**config.mk**
```make
export PLATFORM = sky130hd
export DESIGN_NAME = jt34061_sched
export DESIGN_NICKNAME = d
export VERILOG_FILES = /design/src/rtl/jt34061_sched.sv
export SDC_FILE = /design/constraint.sdc
export NUM_CORES = 1
export LEC_CHECK = 0
export BUFFER_PORTS_ARGS = -buffer_cell sky130_fd_sc_hd__buf_4
export CORE_ASPECT_RATIO = 0.75
export CORE_MARGIN = 2
export CORE_UTILIZATION = 54
export CTS_CLUSTER_DIAMETER = 40
export DETAILED_ROUTE_END_ITERATION = 8
export PLACE_DENSITY = 0.8
export SYNTH_ARGS = -nofsm -noshare
export SYNTH_HDL_FRONTEND = slang
export SYNTH_SLANG_ARGS = --single-unit
```
**constraint.sdc**
```tcl
create_clock -name clk -period 4 [get_ports clk]
set_clock_uncertainty 0.15 [all_clocks]
set_input_delay 0.8 -clock clk [delete_from_list [all_inputs] [get_ports clk]]
set_output_delay 0.8 -clock clk [all_outputs]
set_load 0.02 [all_outputs]
```
**src/rtl/jt34061_sched.sv**
```systemverilog
// rtl/jt34061_sched.sv - VRAM cycle scheduler: SRT, refresh and host access arbitration and strobe sequencing
// Optional JT34061_SCHED_PAGE_EN: consecutive same-row host accesses stay in page mode.
module jt34061_sched #(
  parameter int          T_CAS       = 2,
  parameter int          T_PRE       = 2,
  parameter logic [11:0] RFSH_PERIOD = 12'd250
) (
  input  logic        clk,
  input  logic        rst_n,
  input  logic        cen,
  input  logic        line_req,
  input  logic [15:0] line_addr,
  input  logic [2:0]  rfsh_burst,
  input  logic        host_req,
  input  logic        host_we,
  input  logic [15:0] host_addr,
  input  logic [7:0]  host_din,
  output logic [7:0]  host_dout,
  output logic        host_ack,
  output logic        srt_miss,
  output logic [7:0]  rfsh_row,
  output logic        busy,
  output logic        vram_ras_n,
  output logic        vram_cas_n,
  output logic        vram_we_n,
  output logic        vram_trg_n,
  output logic [7:0]  vram_a,
  output logic [7:0]  vram_dout,
  input  logic [7:0]  vram_din
);

  typedef enum logic [2:0] {
    IDLE  = 3'd0,
    ROW   = 3'd1,
    COL   = 3'd2,
    RHOLD = 3'd3,
    PRE   = 3'd4,
    PGAP  = 3'd5
  } state_t;

  typedef enum logic [1:0] {
    OWN_SRT  = 2'd0,
    OWN_RFSH = 2'd1,
    OWN_HOST = 2'd2
  } owner_t;

  localparam logic [2:0] CAS_LAST = 3'(T_CAS - 1);
  localparam logic [2:0] PRE_LAST = 3'(T_PRE - 1);

  state_t      state, state_nxt;
  owner_t      owner;
  logic [2:0]  tcnt;
  logic [7:0]  lat_row, lat_col, lat_din;
  logic        lat_we;
  logic        srt_pend;
  logic [15:0] srt_addr, srt_cur;
  logic [11:0] rfsh_timer;
  logic        rfsh_wrap;
  logic [3:0]  rfsh_pend;
  logic [4:0]  rfsh_sum;
  logic        srt_want, rfsh_want;
  logic        grant, grant_srt, grant_rfsh;
  logic        cas_last, pre_last, host_done;
`ifdef JT34061_SCHED_PAGE_EN
  logic        page_hit;
`endif

  // A line_req arriving on the arbitration clk counts as pending SRT already
  always_comb begin
    srt_want   = srt_pend | line_req;
    srt_cur    = line_req ? line_addr : srt_addr;
    rfsh_want  = rfsh_pend != 4'd0;
    grant      = cen && (state == IDLE) && (srt_want || rfsh_want || host_req);
    grant_srt  = grant && srt_want;
    grant_rfsh = grant && !srt_want && rfsh_want;
    cas_last   = tcnt == CAS_LAST;
    pre_last   = tcnt == PRE_LAST;
    host_done  = cen && (state == COL) && cas_last && (owner == OWN_HOST);
    rfsh_wrap  = rfsh_timer == (RFSH_PERIOD - 12'd1);
    rfsh_sum   = {1'b0, rfsh_pend}
               + (rfsh_wrap ? {2'b00, rfsh_burst} : 5'd0)
               - {4'd0, grant_rfsh};
  end

`ifdef JT34061_SCHED_PAGE_EN
  always_comb begin
    page_hit = host_req && (host_addr[15:8] == lat_row) && !srt_want && !rfsh_want;
  end
`endif

  always_comb begin
    state_nxt = state;
    if (cen) begin
      case (state)
        IDLE:  if (grant) state_nxt = ROW;
        ROW:   state_nxt = (owner == OWN_RFSH) ? RHOLD : COL;
        COL: begin
          if (cas_last) begin
`ifdef JT34061_SCHED_PAGE_EN
            state_nxt = (owner == OWN_HOST) ? PGAP : PRE;
`else
            state_nxt = PRE;
`endif
          end
        end
        RHOLD: if (cas_last) state_nxt = PRE;
        PRE:   if (pre_last) state_nxt = IDLE;
`ifdef JT34061_SCHED_PAGE_EN
        PGAP:  state_nxt = page_hit ? COL : PRE;
`endif
        default: state_nxt = IDLE;
      endcase
    end
  end

  always_ff @(posedge clk or negedge rst_n) begin
    if (!rst_n) begin
      state      <= IDLE;
      owner      <= OWN_HOST;
      tcnt       <= 3'd0;
      lat_row    <= 8'd0;
      lat_col    <= 8'd0;
      lat_din    <= 8'd0;
      lat_we     <= 1'b0;
      srt_pend   <= 1'b0;
      srt_addr   <= 16'd0;
      rfsh_timer <= 12'd0;
      rfsh_pend  <= 4'd0;
      rfsh_row   <= 8'd0;
      host_dout  <= 8'd0;
      host_ack   <= 1'b0;
      srt_miss   <= 1'b0;
    end else begin
      host_ack <= host_done;
      srt_miss <= line_req && srt_pend;
      if (line_req) srt_addr <= line_addr;
      if (grant_srt)     srt_pend <= 1'b0;
      else if (line_req) srt_pend <= 1'b1;

      if (cen) begin
        state      <= state_nxt;
        tcnt       <= (state_nxt != state) ? 3'd0 : tcnt + 3'd1;
        rfsh_timer <= rfsh_wrap ? 12'd0 : rfsh_timer + 12'd1;
        rfsh_pend  <= (rfsh_sum > 5'd15) ? 4'd15 : rfsh_sum[3:0];

        if (grant) begin
          if (grant_srt) begin
            owner   <= OWN_SRT;
            lat_row <= srt_cur[15:8];
            lat_col <= srt_cur[7:0];
            lat_we  <= 1'b0;
          end else if (grant_rfsh) begin
            owner   <= OWN_RFSH;
            lat_row <= rfsh_row;
            lat_we  <= 1'b0;
          end else begin
            owner   <= OWN_HOST;
            lat_row <= host_addr[15:8];
            lat_col <= host_addr[7:0];
            lat_we  <= host_we;
            lat_din <= host_din;
          end
        end

        if (host_done && !lat_we) host_dout <= vram_din;
        if ((state == RHOLD) && cas_last) rfsh_row <= rfsh_row + 8'd1;
`ifdef JT34061_SCHED_PAGE_EN
        // Same row: only the column side of the access is reloaded
        if ((state == PGAP) && page_hit) begin
          lat_col <= host_addr[7:0];
          lat_we  <= host_we;
          lat_din <= host_din;
        end
`endif
      end
    end
  end

  // Strobes decode straight from state so an async reset releases them at once
  always_comb begin
    busy       = state != IDLE;
    vram_ras_n = 1'b1;
    vram_cas_n = 1'b1;
    vram_we_n  = 1'b1;
    vram_trg_n = 1'b1;
    vram_a     = 8'd0;
    vram_dout  = 8'd0;
    case (state)
      ROW: begin
        vram_ras_n = 1'b0;
        vram_trg_n = owner != OWN_SRT;
        vram_a     = lat_row;
      end
      COL: begin
        vram_ras_n = 1'b0;
        vram_cas_n = 1'b0;
        vram_trg_n = owner != OWN_SRT;
        vram_a     = lat_col;
        if ((owner == OWN_HOST) && lat_we) begin
          vram_we_n = 1'b0;
          vram_dout = lat_din;
        end
      end
      RHOLD: begin
        vram_ras_n = 1'b0;
        vram_a     = lat_row;
      end
      PGAP: begin
        vram_ras_n = 1'b0;
        vram_a     = lat_col;
      end
      default: ;
    endcase
  end

endmodule

```
==> key figures, run 1 <==
Run status
  • Status: completed

Clock tree
  • Cts bufs inserted: 9
  • TritonCTS clock tree: yes
  • CTS resizes: 0
  • Postcts setup bufs: 0
  • Clock Pin Slew Worst Setup and Hold Paths: 0.09 ns
  • Root buffer cell: clkbuf_8
  • Clk Latency, worst-skew pair: 0.36 ns
  • CTS H-tree depth: 3
  • Hold-fix buffers, CTS: 0
  • Num Clock Sinks: 84
  • Clk buf depth: 2

Floorplanning
  • Die height: 81.21 um
  • Die Area: 0.008684 mm^2
  • I/O pin count: 96
  • CORE AREA: 0.007812 mm^2
  • Die width: 106.9 um
  • Initial Util: 0.5493
  • Row cnt: 28

Setup path
  • Slowest cell on crit path: or4b_1
  • Crit path launch type: register
  • Critical path, cell by cell: inv_1, ha_1, or4b_1, nor4b_2, buf_4, nand2_1, xor2_1, ha_1, fa_1, a21o_1, a21oi_1, xnor2_1, a31oi_1
  • Worst path required time: ~4.1 ns
  • Worst path most repeated cell: ha_1
  • Critical Path Start: rfsh_timer[1]
  • Worst Path Buf+Inv: 2
  • Critical path's largest stage delay: ~0.46 ns
  • Max FO, Critical Path: 11
  • Crit path DAT: 3.58 ns
  • R2R Path Start: rfsh_timer[1]
  • CP Class: reg -> reg
  • Crit. End Element: register
  • Top Family by Delay on Critical Path: adder cells

Timing
  • Final Hold Fails: 0
  • Final setup fails: 0
  • Relative slew slack: 0.3126
  • Tcrit/Tclk final: 0.8748
  • Final critical-path required period: 3.499 ns
  • Fin worst setup slack: 0.5006 ns
  • Fmax: 0.2858 GHz
  • Slew Limit Fails: 0
  • Setup TNS: 0 ns
  • Worst-margin pin slew: 1.031 ns
  • RSZ-0062 raised after global routing: no

Synth
  • Largest area contributor in the netlist: dfrtp_1
  • Synth Area in Compound Gates: 0.1058
  • Mean Syn Cell Area: 11.12 um^2
  • EDFF count, synth: 0
  • Most area-consuming cells after synthesis: dfrtp_1 (48%), mux2_2 (13%), ha_1 (3.2%)
  • YS warnings: 0
  • Post-synthesis mux area share: 0.1312
  • Seq/Total Area, Yosys: 0.4901
  • Post-synth ARST share: 1.000
  • Top FF cell, synth: dfrtp_1
  • Synth cell count leaders: dfrtp_1 (83), mux2_2 (50), nand2_1 (28), inv_1 (23), nor2_1 (22)
  • Synth Instances: slightly below 400
  • Synth top area share: 0.4840
  • Syn nets: approximately 460
  • Count leader, synth: dfrtp_1
  • Synth Cell Area: between 0.004 and 0.005 mm^2
  • Largest family of logic cells by synthesized area: simple AND/OR/NAND/NOR gates
  • Cell variety after synth: 51
  • Synth Area in XOR/XNOR: 0.03469
  • Post-Synth Adder-Cell Area: 0.03673
  • Synth Register Bits: 84
  • Simple-gate share of the synthesized area: 0.1583

Final layout
  • Layout cell share with drive strength beyond 1: 0.3711
  • Number of fill cells: 596
  • Diodes inserted: 0
  • Final net count: 549
  • Fin area: 0.005291 mm^2
  • P&R area growth vs syn: 23.29%

Place
  • PortBufs: 95
  • RD Place Congestion: 0.8942
  • Pre-CTS setup slack: 0.5351 ns
  • Hpwl dp: between 7 and 8 mm
  • Post-Place Cell Area: 0.005067 mm^2

Min path
  • Min-delay src: rfsh_timer[11]
  • Hold/Removal Path Class: reg -> reg

Global route
  • Largest net degree at the start of global routing: 85
  • Total global routing overflow: 0
  • Vias in the first global route: 3137
  • All-Layer GR Usage: 0.2391
  • Initial antenna violation count: 0
  • First-pass GRT wire length: 15.90 mm

Route
  • Post-route ant nets: 0
  • WL/cell: 16.68 um
  • DRT Pass-1 Iters: 4
  • First DRT Iteration DRCs: just over 200
  • Routed WL: 9.841 mm
  • DRC viols: 0
  • Via/cell ratio: 5.658
  • Via Count: 3338

Power
  • Pwr Total: between 0.003 and 0.004 W
  • Leakage: 2.541 nW
  • VDD IR max: ~0.36 mV
  • Power density over the cells: 572.9 mW/mm^2

Flow run
  • Max-cap violations: 0
[state kept, by name, indices dropped and copies added (netlist names)]
| signal | count |
|---|---|
| srt_addr | 16 |
| rfsh_timer | 12 |
| host_dout | 8 |
| lat_col | 8 |
| lat_din | 8 |
| lat_row | 8 |
| rfsh_row | 8 |
| rfsh_pend | 4 |
| state | 3 |
| tcnt | 3 |
| owner | 2 |
| host_ack | 1 |
| lat_we | 1 |
| srt_miss | 1 |
| srt_pend | 1 |
[cell families (layout without fill, tap and decap cells)]
group           after synthesis  count (layout)
simple gates                116             116
flops                        84              84
compound gates               68              68
mux                          50              50
buf+inv                      39             138
xor+xnor                     17              17
fa+ha+maj                    12              12
[cell usage in the layout (no fill, tap or decap), drive strengths merged, types with 5 or more instances in the layout]
cell	count
xor2	6
nand2	28
and3	10
inv	24
nand2b	11
a31oi	5
a21oi	9
nand4	5
a22oi	9
o31ai	8
buf	99
o21ai	16
ha	11
xnor2	11
o22ai	13
mux2	50
nor2	24
clkbuf	9
nand3	9
nor3	5
dfrtp	83
[power by group]
| part | switching, W | internal (W) | total, W |
|---|---|---|---|
| clock | 0.000329 | 0.000355 | 0.000684 |
| combinational | 0.000582 | 0.000499 | 0.00108 |
| sequential | 0.000242 | 0.00103 | 0.00127 |
| total | 0.00115 | 0.00188 | 0.00303 |
[worst paths after layout]
path / slack, ns / cells past startpoint / end
worst max-delay path: 0.50 / 13 / rfsh_pend[2]
worst min-delay path: 0.32 / 1 / rfsh_timer[11]
worst max register to register: 0.50 / 13 / rfsh_pend[2]
worst min register to register: 0.32 / 1 / rfsh_timer[11]
max in group asynchronous: 2.59 / 1 / lat_din[1]
min in group asynchronous: 0.45 / 1 / srt_addr[6]
[metrics by stage]
step	utilization	std cells	hold WS, ns
final	0.6773	590	0.3171
after CTS	0.6773	590	0.3247
after global placement	0.6486	574	0.3025
after detailed placement	0.6486	574	0.3100
after floorplan	-	386	0.2847
after global routing	0.6773	590	0.3647
[layer usage]
layer  vias up  GRT usage  wire length [um]
met5         -          0                 0
met4         0    0.07143               119
met3        12    0.05778               672
met1      1642     0.3442              4640
met2       129     0.3618              4409
li1       1555          -                 -
[layout make-up]
cell class	instances	area (um^2)	share of cell area
clock buffers	9	123.9	0.02341
clock inverters	7	100.1	0.01892
inverters	23	86.33	0.01632
multi-input cells	263	2003	0.3786
flip-flops and latches	84	2103	0.3975
well taps	105	131.4	0.02483
repair buffers	99	743.2	0.1405
No activity file was read; power rests on OpenSTA's default activity.
==> run 2: changes to the inputs <==
--- a/config.mk
+++ b/config.mk
@@ -7,11 +7,11 @@
 export LEC_CHECK = 0
 export BUFFER_PORTS_ARGS = -buffer_cell sky130_fd_sc_hd__buf_4
 export CORE_ASPECT_RATIO = 0.75
-export CORE_MARGIN = 2
 export CORE_UTILIZATION = 54
 export CTS_CLUSTER_DIAMETER = 40
 export DETAILED_ROUTE_END_ITERATION = 8
 export PLACE_DENSITY = 0.8
+export SLEW_MARGIN = 20
 export SYNTH_ARGS = -nofsm -noshare
 export SYNTH_HDL_FRONTEND = slang
 export SYNTH_SLANG_ARGS = --single-unit
==> run 2 against run 1 <==
Final cell count shrank 0.68%; clock power shrank 13%; clock-buffer cell count grew 2; combinational power is essentially flat; design area shrank 0.57%; register-to-register slack lost 0.02 ns; sequential share of layout area grew 0.23 points; highest routed layer unchanged.
==> key figures, run 2 (synthesis results as in run 1) <==
Setup path
  • Crit path DAT: 3.58 ns (about the same)
  • Top Family by Delay on Critical Path: simple AND/OR/NAND/NOR gates
  • Max FO, Critical Path: 5 (-6)
  • Critical path, cell by cell: inv_1, ha_1, or4b_1, nor4b_2, nand2_1, xor2_1, ha_1, fa_1, a21o_1, a21oi_1, xnor2_1, a31oi_1
  • Worst Path Buf+Inv: 1 (-1)
  • Crit. End Element: register
  • Slowest cell on crit path: nor4b_2
  • Worst path most repeated cell: ha_1
  • Flop2flop setup slack: 0.48 ns (-0.02 ns)
  • CP Class: reg -> reg
  • Critical path's largest stage delay: 0.49 ns (+0.03 ns)
  • Crit path launch type: register
  • Worst path required time: 4.06 ns (-0.02 ns)

Timing
  • Slew Limit Fails: 0 (unchanged)
  • Setup TNS: 0 ns (unchanged)
  • Final setup fails: 0 (unchanged)
  • Fmax: 0.2842 GHz (-0.56%)
  • Final Hold Fails: 0 (unchanged)
  • Final critical-path required period: 3.519 ns (+0.01974 ns)
  • Fin worst setup slack: 0.4809 ns (-0.01974 ns)
  • Relative slew slack: 0.3739 (+0.06129)
  • Tcrit/Tclk final: 0.8798 (+0.004934)
  • Worst-margin pin slew: 0.9360 ns (-0.09514 ns)
  • RSZ-0062 raised after global routing: no

Clock tree
  • Num Clock Sinks: 84 (unchanged)
  • CTS resizes: 0 (unchanged)
  • Clk Latency, worst-skew pair: 0.35 ns (about the same)
  • TritonCTS clock tree: yes
  • Postcts setup bufs: 0 (unchanged)
  • Clk buf depth: 2 (unchanged)
  • Cts bufs inserted: 9 (unchanged)
  • Hold-fix buffers, CTS: 0 (unchanged)
  • Root buffer cell: clkbuf_8
  • Clock Pin Slew Worst Setup and Hold Paths: 0.08 ns (about the same)
  • CTS H-tree depth: 3 (unchanged)

Global route
  • Vias in the first global route: 3242 (+3.3%)
  • Largest net degree at the start of global routing: 43 (-49%)
  • All-Layer GR Usage: 0.2483 (+0.009174)
  • First-pass GRT wire length: 15.96 mm (+0.39%)
  • Total global routing overflow: 0 (unchanged)
  • Initial antenna violation count: 0 (unchanged)

Route
  • DRT Pass-1 Iters: 5 (+1)
  • WL/cell: 16.49 um (-1.1%)
  • First DRT Iteration DRCs: 194 (-4.4%)
  • Routed met1 length: 4.508 mm (-2.8%)
  • Via/cell ratio: 5.570 (-1.5%)
  • Met2 wire length: 4.455 mm (+1.0%)
  • Top sig layer: met4
  • Post-route ant nets: 0 (unchanged)
  • Routed WL: 9.665 mm (-1.8%)
  • DRC viols: 0 (unchanged)
  • Via Count: 3264 (-2.2%)
  • Met3 wire length: 601 um (-11%)

Final layout
  • Diodes inserted: 0 (unchanged)
  • Fin cells: 586 (-0.68%)
  • Final core utilization: 0.7015 (+0.02425)
  • Number of flip-flops in the largest register: 16 (unchanged)
  • Final net count: 550 (+0.18%)
  • Layout cell share with drive strength beyond 1: 0.3691 (-0.002062)
  • P&R area growth vs syn: 22.59%
  • Leading cell type in the layout, fill and taps excluded: buf_4
  • Largest registers: srt_addr (16), rfsh_timer (12)
  • Most frequent cells in the layout: buf_4 (100), dfrtp_1 (83), mux2_2 (50)
  • Largest reg by FF count: srt_addr

Place
  • Inst Count DP: 571 (-0.52%)
  • Hpwl dp: 6.909 mm (-1.5%)
  • PortBufs: 95 (unchanged)
  • RD Place Congestion: 0.8173 (-8.6%)
  • Pre-CTS setup slack: 0.5047 ns (-0.03038 ns)

Power
  • Leakage: 2.535 nW (-0.23%)
  • Power density over the cells: 556.4 mW/mm^2 (-2.9%)
  • Pwr Total: 0.002927 W (-3.4%)
  • VDD IR max: 0.2690 mV (-26%)

Floorplanning
  • Initial Util: 0.5722 (+0.02291)
  • CORE AREA: 0.007500 mm^2 (-4.0%)
  • I/O pin count: 96 (unchanged)
  • Die width: 104.9 um (-1.9%)
  • Die Area: 0.008312 mm^2 (-4.3%)
  • Die height: 79.21 um (-2.5%)
  • Row cnt: 27 (-3.6%)

Min path
  • Hold/Removal Path Class: reg -> reg

Run status
  • Status: completed

Flow run
  • Max-cap violations: 0 (unchanged)
-- run 2: final timing paths --
kind / end / cells after the start / from
max reg2reg: rfsh_pend[3] / 12 / rfsh_timer[1]
min reg2reg: rfsh_timer[11] / 1 / rfsh_timer[11]
max: rfsh_pend[3] / 12 / rfsh_timer[1]
min in group asynchronous: srt_addr[13] / 2 / rst_n
min: rfsh_timer[11] / 1 / rfsh_timer[11]
max in group asynchronous: owner[1] / 2 / rst_n
-- run 2: final cells by class --
| class | count | area [um^2] |
|---|---|---|
| clock buffers | 11 | 141.4 |
| clock inverters | 4 | 50.05 |
| fillers | 567 | 2238 |
| inverters | 23 | 86.33 |
| multi-input cells | 263 | 2003 |
| flip-flops and latches | 84 | 2103 |
| well taps | 101 | 126.4 |
| repair buffers | 100 | 750.7 |
-- run 2: report_power, final --
group          total (W)  leakage [nW]  internal [W]  switching, W
Sequential       0.00126          1.04       0.00103      0.000232
Clock           0.000598        0.0914      0.000302      0.000297
Combinational    0.00107          1.40      0.000497      0.000574
-- run 2: layer usage --
layer  GRT usage  vias up
met1      0.3400     1584
met5           0        -
met3     0.05501       11
met4     0.07606        0
met2      0.3974      113
li1            -     1556
-- run 2: through the flow --
step	area, um^2	hold WS, ns
2_1_floorplan	4292	0.2847
3_3_place_gp	5070	0.3027
3_5_place_dp	5070	0.3050
4_1_cts	5261	0.3167
5_1_grt	5261	0.3215
6_report	5261	0.3152
==> run 3: changes to the inputs <==
==> constraint.sdc (replaced) <==
create_clock -name clk -period 3.8 [get_ports clk]
set_clock_uncertainty 0.15 [all_clocks]
set_input_delay 0.76 -clock clk [delete_from_list [all_inputs] [get_ports clk]]
set_output_delay 0.76 -clock clk [all_outputs]
set_load 0.02 [all_outputs]
==> run 3 against run 2 <==
Final cell count is 0.34% lower; sequential power grew 5%; fmax is 3.0% higher; via count grew 1.1%; largest power group unchanged; design area decreased by 0.74%; non-clock buffer count shrank 1; total power is 2.5% higher; routed wire length down 0.73%; clock-buffer cell count is the same; die area unchanged; first-iteration DRC count increased by 28%.
==> key figures, run 3 (synthesis results as in run 1) <==
Run status
  • Status: completed

Final layout
  • P&R area growth vs syn: 21.69%
  • Layout cell share with drive strength beyond 1: 0.3665 (-0.002613)
  • Number of flip-flops in the largest register: 16 (unchanged)
  • Largest reg by FF count: srt_addr
  • Diodes inserted: 0 (unchanged)
  • Final net count: 549 (-0.18%)
  • Fin cells: 584 (-0.34%)
  • Leading cell type in the layout, fill and taps excluded: buf_4
  • Largest registers: srt_addr (16), rfsh_timer (12)
  • Most frequent cells in the layout: buf_4 (98), dfrtp_1 (83), mux2_2 (50)

Clock tree
  • Root buffer cell: clkbuf_8
  • Hold-fix buffers, CTS: 0 (unchanged)
  • Clock Pin Slew Worst Setup and Hold Paths: 0.08 ns (about the same)
  • Postcts setup bufs: 0 (unchanged)
  • Num Clock Sinks: 84 (unchanged)
  • Clk Latency, worst-skew pair: 0.34 ns (about the same)
  • TritonCTS clock tree: yes
  • Clk buf depth: 2 (unchanged)
  • CTS resizes: 0 (unchanged)
  • Cts bufs inserted: 9 (unchanged)
  • CTS H-tree depth: 3 (unchanged)

Flow run
  • Max-cap violations: 0 (unchanged)

Route
  • Post-route ant nets: 0 (unchanged)
  • WL/cell: 16.43 um (-0.39%)
  • First DRT Iteration DRCs: 248 (+28%)
  • Via Count: 3299 (+1.1%)
  • Routed WL: 9.594 mm (-0.73%)
  • Via/cell ratio: 5.649 (+1.4%)
  • DRC viols: 0 (unchanged)
  • DRT Pass-1 Iters: 4 (-1)

Global route
  • All-Layer GR Usage: 0.2509 (+0.002660)
  • Total global routing overflow: 0 (unchanged)
  • Initial antenna violation count: 0 (unchanged)
  • Vias in the first global route: 3290 (+1.5%)
  • First-pass GRT wire length: 16.17 mm (+1.3%)
  • Largest net degree at the start of global routing: 85 (+98%)

Timing
  • Final Hold Fails: 0 (unchanged)
  • Fmax: 0.2928 GHz (+3.0%)
  • Relative slew slack: 0.3624 (-0.01151)
  • Slew Limit Fails: 0 (unchanged)
  • Worst-margin pin slew: 0.9532 ns (+0.01721 ns)
  • Setup TNS: 0 ns (unchanged)
  • RSZ-0062 raised after global routing: no
  • Tcrit/Tclk final: 0.8988 (+0.01902)
  • Hold WS: 0.2963 ns (-0.01893 ns)
  • Final setup fails: 0 (unchanged)
  • Final critical-path required period: 3.415 ns (-0.1037 ns)

Setup path
  • CP Class: reg -> reg
  • Max FO, Critical Path: 11 (+6)
  • Crit path launch type: register
  • Worst path required time: 3.86 ns (-0.20 ns)
  • Crit. End Element: register
  • Crit path DAT: 3.48 ns (-0.10 ns)

Power
  • VDD IR max: 0.3004 mV (+12%)
  • Leakage: 2.525 nW (-0.40%)
  • Power density over the cells: 574.5 mW/mm^2 (+3.3%)

Floorplanning
  • Initial Util: 0.5722 (unchanged)
  • CORE AREA: 0.007500 mm^2 (unchanged)
  • Die height: 79.21 um (unchanged)
  • I/O pin count: 96 (unchanged)
  • Die width: 104.9 um (unchanged)
  • Row cnt: 27 (unchanged)
  • Die Area: 0.008312 mm^2 (unchanged)

Place
  • RD Place Congestion: 0.8054 (-1.5%)
  • Hpwl dp: 6.824 mm (-1.2%)
  • Inst Count DP: 570 (-0.18%)
  • PortBufs: 95 (unchanged)

Min path
  • Hold/Removal Path Class: in -> async
==> run 3: cell types whose count changed in the layout (fill, tap and decap cells not counted) <==
cell        previous run  this run
clkinvlp_4             2         0
clkinv_2               1         3
bufinv_16              1         0
buf_4                100        98
buf_6                  0         1
==> run 3: report_power, final <==
group / internal, W / leakage, nW / switching (W)
clock: 0.000245 / 0.0848 / 0.000305
combinational: 0.000523 / 1.39 / 0.000603
sequential: 0.00108 / 1.04 / 0.000244
total: 0.00185 / 2.52 / 0.00115
==> run 3: routing by layer <==
metal,global-route usage,share of wire
met4,0.06761,0.0073
met5,0,0
met2,0.3993,0.47
met3,0.05911,0.071
met1,0.3472,0.46
==> run 3: through the flow <==
stage               power (W)  instance area [um^2]  utilization  setup slack [ns]
finish               0.003000                  5223       0.6964            0.3846
global route         0.003185                  5223       0.6964            0.1848
CTS                  0.003004                  5219       0.6959            0.3879
detailed placement   0.002449                  5062       0.6750            0.4062
global placement     0.002410                  5062       0.6750            0.5163
floorplan            0.002059                  4292            -            0.6197
==> run 3: critical path: stages (launching register included) <==
cell     delay, ns
dfrtp_1       0.43
inv_1         0.07
ha_1          0.13
or4b_1        0.44
nor4b_2       0.25
buf_4         0.21
nand2_1       0.10
xor2_1        0.15
ha_1          0.22
fa_1          0.41
a21o_1        0.17
a21oi_1       0.16
xnor2_1       0.23
a31oi_1       0.15
==> run 3: final cells by class <==
type / count / area, um^2
clock buffer: 11 / 141.4
clock inverter: 3 / 15.01
fill: 590 / 2277
inverter: 23 / 86.33
multi-input combinational: 263 / 2003
sequential: 84 / 2103
tap: 101 / 126.4
timing repair buffer: 99 / 747.0
==> run 3: final timing paths <==
| check | startpoint | to | slack, ns | cells past startpoint |
|---|---|---|---|---|
| setup / recovery | rfsh_timer[1] | rfsh_pend[2] | 0.38 | 13 |
| hold / removal | rst_n | rfsh_row[1] | 0.30 | 1 |
| setup reg to reg | rfsh_timer[1] | rfsh_pend[2] | 0.38 | 13 |
| hold reg to reg | rfsh_timer[11] | rfsh_timer[11] | 0.32 | 1 |
| max in group asynchronous | rst_n | rfsh_timer[8] | 2.70 | 1 |
| min in group clk | rfsh_timer[11] | rfsh_timer[11] | 0.32 | 1 |
